`config.mk`:
```
export PLATFORM = sky130hd
export DESIGN_NAME = bit_unstuffer_rx
export DESIGN_NICKNAME = d
export VERILOG_FILES = /design/src/rtl/bit_unstuffer_rx.sv
export SDC_FILE = /design/constraint.sdc
export NUM_CORES = 1
export LEC_CHECK = 0
export BUFFER_PORTS_ARGS = -buffer_cell sky130_fd_sc_hd__buf_2
export CORE_AREA = 3 3 40 42
export CTS_CLUSTER_SIZE = 12
export DETAILED_ROUTE_END_ITERATION = 7
export DIE_AREA = 0 0 43 45
export PLACE_DENSITY = 0.35
export SYNTH_ARGS = -nofsm -noshare
export SYNTH_HDL_FRONTEND = slang
export SYNTH_SLANG_ARGS = --single-unit
export TNS_END_PERCENT = 20
```
`constraint.sdc`:
```
create_clock -name clk -period 1.2 [get_ports clk]
set_input_delay 0.12 -clock clk [delete_from_list [all_inputs] [get_ports clk]]
set_output_delay 0.12 -clock clk [all_outputs]
set_load 0.01 [all_outputs]
```
`src/rtl/bit_unstuffer_rx.sv`:
```
// Receive-side bit unstuffer: removes the stuff bit that follows RUN_LEN consecutive ones.
// Optional macro STUFF_ERR_CHECK_EN turns a one in the stuff-bit slot into a sticky error state.
module bit_unstuffer_rx #(
    parameter int RUN_LEN = 6
) (
    input  logic clk,
    input  logic rst,
    input  logic serial_in,
    input  logic shift_enable,
    input  logic clear,
    output logic serial_out,
    output logic shift_out,
    output logic stuff_drop,
    output logic stuff_error
);

    typedef enum logic {
        RUN = 1'b0,
        ERR = 1'b1
    } state_t;

    localparam logic [2:0] RUN_MAX = 3'(RUN_LEN);

    state_t     state, state_n;
    logic [2:0] ones_cnt, ones_cnt_n;
    logic       serial_out_n, shift_out_n, stuff_drop_n;

    always_ff @(posedge clk) begin
        if (rst) begin
            state      <= RUN;
            ones_cnt   <= 3'd0;
            serial_out <= 1'b0;
            shift_out  <= 1'b0;
            stuff_drop <= 1'b0;
        end else begin
            state      <= state_n;
            ones_cnt   <= ones_cnt_n;
            serial_out <= serial_out_n;
            shift_out  <= shift_out_n;
            stuff_drop <= stuff_drop_n;
        end
    end

    always_comb begin
        state_n      = state;
        ones_cnt_n   = ones_cnt;
        serial_out_n = serial_out;
        shift_out_n  = 1'b0;
        stuff_drop_n = 1'b0;
        if (clear) begin
            // A bit arriving with clear belongs to the packet boundary and is discarded.
            state_n    = RUN;
            ones_cnt_n = 3'd0;
        end else if (shift_enable && state == RUN) begin
            if (ones_cnt < RUN_MAX) begin
                serial_out_n = serial_in;
                shift_out_n  = 1'b1;
                ones_cnt_n   = serial_in ? ones_cnt + 3'd1 : 3'd0;
            end else if (!serial_in) begin
                stuff_drop_n = 1'b1;
                ones_cnt_n   = 3'd0;
            end else begin
`ifdef STUFF_ERR_CHECK_EN
                state_n = ERR;
`else
                // Without checking, a one in the stuff slot is dropped like a legal stuff bit.
                stuff_drop_n = 1'b1;
                ones_cnt_n   = 3'd0;
`endif
            end
        end
    end

`ifdef STUFF_ERR_CHECK_EN
    assign stuff_error = (state == ERR);
`else
    assign stuff_error = 1'b0;
`endif

endmodule

```
==> results.yml, run 1 <==
floorplan:
  ios: 9
  dieArea_mm2: 0.00194
  die_x_um: 43
  dieHeight_um: 45
  start_util_pct: 19.7
  fp.coreArea_mm2: 0.00128
  row_count: 13
placed_design:
  hpwl_um: 352
  port_buffers: 7
  place_congestion: 0.694
hold_path:
  holdCritStartpoint: "clear"
  min_to: "stuff_drop"
  hold_path.class: "in -> reg"
  hold_depth: 2
flow_run:
  maxCapViolations: 0
worst_setup_path:
  crit_required_ns: 1.32
  worstReg2RegStart: "ones_cnt[1]"
  path_delay_family: "flip-flops"
  end_kind: "flip-flop"
  cp_slowest_cell: "dfxtp_1"
  timing.rr.end: "ones_cnt[1]"
  cp-start-kind: "flip-flop"
  worst_ep_arrival_time_ns: 1.05
  crit_type: "reg -> reg"
  regToRegSetupSlack_ns: 0.27
  critPathMaxFanout: 4
  critPathMaxStageDelay_ns: 0.38
  cp_num_buf_inv: 0
  crit_chain: "ha_1, mux2i_1, nor2_1"
  ff2ff_path_depth: 3
cts:
  cts_buffer_depth: 2
  root_buffer: "clkbuf_4"
  post_cts_resized: 0
  tritoncts: "yes"
  clock_latency_ns: 0.24
  postCtsSetupBuffers: 0
  htreeDepth: 1
  cts_hold_buf: 0
  cts_made_buffers: 3
  clkTransAtPathRegs_ns: 0.05
  cts_sinks: 6
power_and_ir_drop:
  finalPower_mw: 0.426
  power_per_cell_area_mw_per_mm2: 1320
  vdd_ir_drop_max_uv: 513
  leakage_nw: 0.142
global_routing:
  grt-ovfl-total: 0
  grt_pass1_vias: 170
  grt_pass1_wl_um: 696
  antenna_found_initial: 0
  grt_max_degree: 6
  grt.total_usage_pct: 5.85
timing:
  fin_crit_ns: 0.930
  min_period_over_period_pct: 77.5
  timing_hold_violations_final: 0
  drv_slew: 0
  finalSetupTns_ns: 0
  rsz0062_at_grt: "no"
  report.final.setup_viol: 0
  clock_skew_ns: 0.00578
  max_freq_mhz: 1070
run_status:
  status: "completed"
synthesis:
  synthCells: 26
  synth_compound_area_share_pct: 7.92
  synth_xor_area_share_pct: 6.93
  synth_area_um2: 253
  synth_top_area_share_pct: 47.5
  yosys.area_share.simple_pct: 18.8
  syn-num-nets: 32
  ys_ff_latch: 6
  synthArstFlopShare_pct: 0
  synth.area.mux_share_pct: 7.92
  ys_top_cells_by_area: "dfxtp_1 48%, mux2i_1 7.9%, nor2_1 5.9%"
  yosys.area_share.adder_pct: 4.95
  syn_avg_cell_area_um2: 9.72
  yosysWarnings: 0
  synth_seq_area_share_pct: 47.5
  synth_common_cells: "6 x dfxtp_1, 4 x nor2_1, 2 x mux2i_1, 2 x nand2b_1"
  synth_top_family_by_area: "simple AND/OR/NAND/NOR gates"
  synth.most_common_cell: "dfxtp_1"
  synth-edff-count: 0
  synth_area_leader_cell: "dfxtp_1"
  synth.distinct_cells: 16
  synth_ff_type: "dfxtp_1"
route:
  drt.antenna.violating_nets: 0
  drc: 0
  drt_pass1_iterations: 2
  via_per_inst: 3.88
  dr_total_vias: 194
  dr.first_iter.drc_count: 2
  wirelength_um: 433
  wl_per_cell_um: 8.66
final_layout:
  synthToLayoutAreaGrowth_pct: 27.2
  drive_gt1_share_pct: 34.3
  antenna_cells: 0
  nets: 43
  fin_util_pct: 25.0
## layout make-up
class,count,area [um2]
Fill cell,147,963
Timing Repair Buffer,7,35.0
Sequential cell,6,120
Inverter,1,3.75
Tap cell,15,18.8
Multi-Input combinational cell,18,121
Clock buffer,3,22.5
## power breakdown
| part | switching [mW] | total [mW] | internal (mW) | leakage [nW] |
|---|---|---|---|---|
| Combinational | 0.0187 | 0.0354 | 0.0167 | 0.0798 |
| Clock | 0.0698 | 0.183 | 0.113 | 0.0138 |
| Sequential | 0.00237 | 0.207 | 0.205 | 0.0487 |
| Total | 0.0909 | 0.426 | 0.335 | 0.142 |
## metal layers
| layer | vias to the layer above | wire, um | GRT usage [%] |
|---|---|---|---|
| met5 | - | 0 | 0 |
| met4 | 0 | 5 | 3.61 |
| met2 | 8 | 190 | 6.89 |
| met3 | 2 | 71 | 7.57 |
| li1 | 102 | - | - |
| met1 | 82 | 165 | 5.35 |
## registers in the layout, indices dropped and copies added (netlist names)
register / cells
ones_cnt: 3
stuff_drop: 1
serial_out: 1
shift_out: 1
## through the flow
step	hold slack (ns)	instance area (um2)	setup slack, ns	instances
3_3_place_gp	0.332	299	0.281	47
2_1_floorplan	0.192	253	0.328	26
5_1_grt	0.0811	322	0.193	50
6_report	0.0827	322	0.270	50
4_1_cts	0.0806	322	0.255	50
3_5_place_dp	0.339	299	0.261	47
## cells in the final DEF (no fill, tap or decap), types with 2 or more instances in the layout
| master | Yosys | final |
|---|---|---|
| mux2i_1 | 2 | 2 |
| nor2_1 | 4 | 4 |
| nand2b_1 | 2 | 2 |
| buf_2 | 0 | 7 |
| dfxtp_1 | 6 | 6 |
| clkbuf_4 | 0 | 3 |
## cells by family (layout without fill, tap and decap cells)
kind of cell               Yosys count  in the layout
adders and majority gates            1              1
buffers and inverters                2             11
DFF                                  6              6
and+or+nand+nor                     10             10
muxes                                2              2
AOI/OAI and AO/OA                    2              2
other                                1              1
xor gates and xnor gates             2              2
## worst register-to-register path, cell delays in order, from the launching register on
cell and delay, ns:
dfxtp_1 0.38, ha_1 0.25, mux2i_1 0.13, nor2_1 0.05
## worst max path at each step
stage / startpoint / to / slack, ns / depth (start not counted)
6_report: ones_cnt[1] / ones_cnt[1] / 0.27 / 3
5_1_grt: ones_cnt[1] / ones_cnt[1] / 0.19 / 3
4_1_cts: ones_cnt[1] / ones_cnt[1] / 0.26 / 3
3_5_place_dp: ones_cnt[1] / ones_cnt[1] / 0.26 / 3
3_3_place_gp: ones_cnt[1] / ones_cnt[1] / 0.28 / 3
2_1_floorplan: ones_cnt[1] / ones_cnt[1] / 0.33 / 3
Power figures use the tool's default switching activity.
==> run 2, diff against run 1 <==
--- a/config.mk
+++ b/config.mk
@@ -10,7 +10,7 @@
 export CTS_CLUSTER_SIZE = 12
 export DETAILED_ROUTE_END_ITERATION = 7
 export DIE_AREA = 0 0 43 45
-export PLACE_DENSITY = 0.35
+export PLACE_DENSITY = 0.36
 export SYNTH_ARGS = -nofsm -noshare
 export SYNTH_HDL_FRONTEND = slang
 export SYNTH_SLANG_ARGS = --single-unit
==> constraint.sdc (replaced) <==
create_clock -name clk -period 0.8 [get_ports clk]
set_input_delay 0.08 -clock clk [delete_from_list [all_inputs] [get_ports clk]]
set_output_delay 0.08 -clock clk [all_outputs]
set_load 0.01 [all_outputs]
==> results.yml, run 2 (synthesized netlist as in run 1, its figures left out) <==
final_layout:
  final_cell_mix: "7 x buf_2, 4 x nor2_1, 3 x clkbuf_4, 3 x buf_4, 3 x dfxtp_1"
  antenna_cells: 0
  largest_register_ffs: 3
  layout_commonest_cell: "buf_2"
  final-seq-area_um2: 126
  nets: 46
  num-fill-cells: 144
  top_register: "ones_cnt"
  synthToLayoutAreaGrowth_pct: 44.6
  multi_input_area_um2: 136
  drive_gt1_share_pct: 52.6
worst_setup_path:
  end_kind: "flip-flop"
  worst_ep_arrival_time_ns: 1.03
  cp_slowest_cell: "dfxtp_2"
  critPathMaxFanout: 3
  crit_chain: "a211oi_2, mux2i_1"
  crit_type: "reg -> reg"
  cp-start-kind: "flip-flop"
  critPathMaxStageDelay_ns: 0.33
  crit_required_ns: 0.96
timing:
  drv_slew: 0
  finalSetupTns_ns: -0.183
  max_freq_mhz: 1150
  min_period_over_period_pct: 108
  fin_crit_ns: 0.867
  setup_slack_ns: -0.0675
  report.final.setup_viol: 4
  rsz0062_at_grt: "yes"
  fin_hold_ws_ns: 0.0419
  clock_skew_ns: 0.00550
  timing_hold_violations_final: 0
route:
  wirelength_um: 434
  dr_total_vias: 210
  drc: 0
  drt_pass1_iterations: 4
  dr.first_iter.drc_count: 3
  via_per_inst: 3.96
  drt.antenna.violating_nets: 0
  wl_per_cell_um: 8.19
cts:
  clock_latency_ns: 0.24
  cts_sinks: 6
  tritoncts: "yes"
  clkTransAtPathRegs_ns: 0.04
  cts_buffer_depth: 2
  htreeDepth: 1
  root_buffer: "clkbuf_4"
  cts_hold_buf: 0
  cts_made_buffers: 3
floorplan:
  dieArea_mm2: 0.00194
  dieHeight_um: 45
  start_util_pct: 19.7
  ios: 9
  row_count: 13
  fp.coreArea_mm2: 0.00128
  die_x_um: 43
global_routing:
  grt_max_degree: 6
  antenna_found_initial: 0
  grt_pass1_wl_um: 745
  grt-ovfl-total: 0
  grt.total_usage_pct: 5.76
  grt_pass1_vias: 183
power_and_ir_drop:
  p_int_mw: 0.502
  combPwrFrac_pct: 9.1
  vdd_ir_drop_max_uv: 962
  pwr-share-clk_pct: 42.2
  switching_share_pct: 20.9
  switching_power_mw: 0.133
  finalPower_mw: 0.635
  leakage_nw: 0.155
  power_per_cell_area_mw_per_mm2: 1740
  p_seq_share_pct: 48.7
hold_path:
  hold_path.class: "in -> reg"
placed_design:
  port_buffers: 7
  place_congestion: 0.662
flow_run:
  maxCapViolations: 0
run_status:
  failed_checks: "setup timing"
  status: "finished with violations"
-- run 2: cell types whose count changed in the layout (fill, tap and decap cells not counted) --
cell     previous run  this run
dfxtp_1             6         3
buf_4               0         3
nand2_1             1         0
ha_1                1         0
dfxtp_4             0         1
nand2_2             0         1
dfxtp_2             0         2
ha_4                0         1
-- run 2: worst max-delay path: cells and delay by family (launching register included) --
kind	cells	cell delay (ns)
mux	1	0.21
compound gates	1	0.25
flops	1	0.33
-- run 2: path summary, 6_finish.rpt --
kind | to | slack, ns | startpoint | depth (start not counted)
min reg2reg | serial_out | 0.47 | serial_out | 2
max | serial_out | -0.07 | ones_cnt[2] | 2
max reg2reg | serial_out | -0.07 | ones_cnt[2] | 2
min | stuff_drop | 0.04 | clear | 2
-- run 2: through the flow --
step,utilization [%],area [um2],setup slack [ns],std cells
2_1_floorplan,-,254,-0.0627,26
3_3_place_gp,25.1,323,-0.0908,50
3_5_place_dp,25.1,323,-0.0969,50
4_1_cts,28.4,365,-0.0750,53
5_1_grt,28.4,365,-0.104,53
6_report,28.4,365,-0.0675,53
-- run 2: cell type report --
class	count	area share (%)
clock buffers	3	6.16
flip-flops and latches	6	34.6
repair buffers	10	15.8
inverters	1	1.03
multi-input cells	18	37.3
well taps	15	5.14
-- run 2: timing repair --
item	CTS	global route
setup buffers	0	0
pin swaps	1	0
endpoints found under the hold margin	0	0
endpoints found under the setup margin	6	7
resized for setup	5	0
-- run 2: metal layers --
layer / up-vias / track usage, % / routed length [um]
met5: - / 0 / 0
li1: 109 / - / -
met4: 0 / 0 / 0
met3: 0 / 7.17 / 57
met2: 8 / 7.78 / 196
met1: 93 / 6.08 / 179
-- run 2: power groups by stage --
stage | Clock (mW) | Sequential (mW) | Combinational (mW)
2_1_floorplan | 0 | 0.319 | 0.0295
3_3_place_gp | 0 | 0.316 | 0.0566
3_5_place_dp | 0 | 0.316 | 0.0574
4_1_cts | 0.279 | 0.310 | 0.0588
5_1_grt | 0.304 | 0.310 | 0.0650
6_report | 0.268 | 0.310 | 0.0576
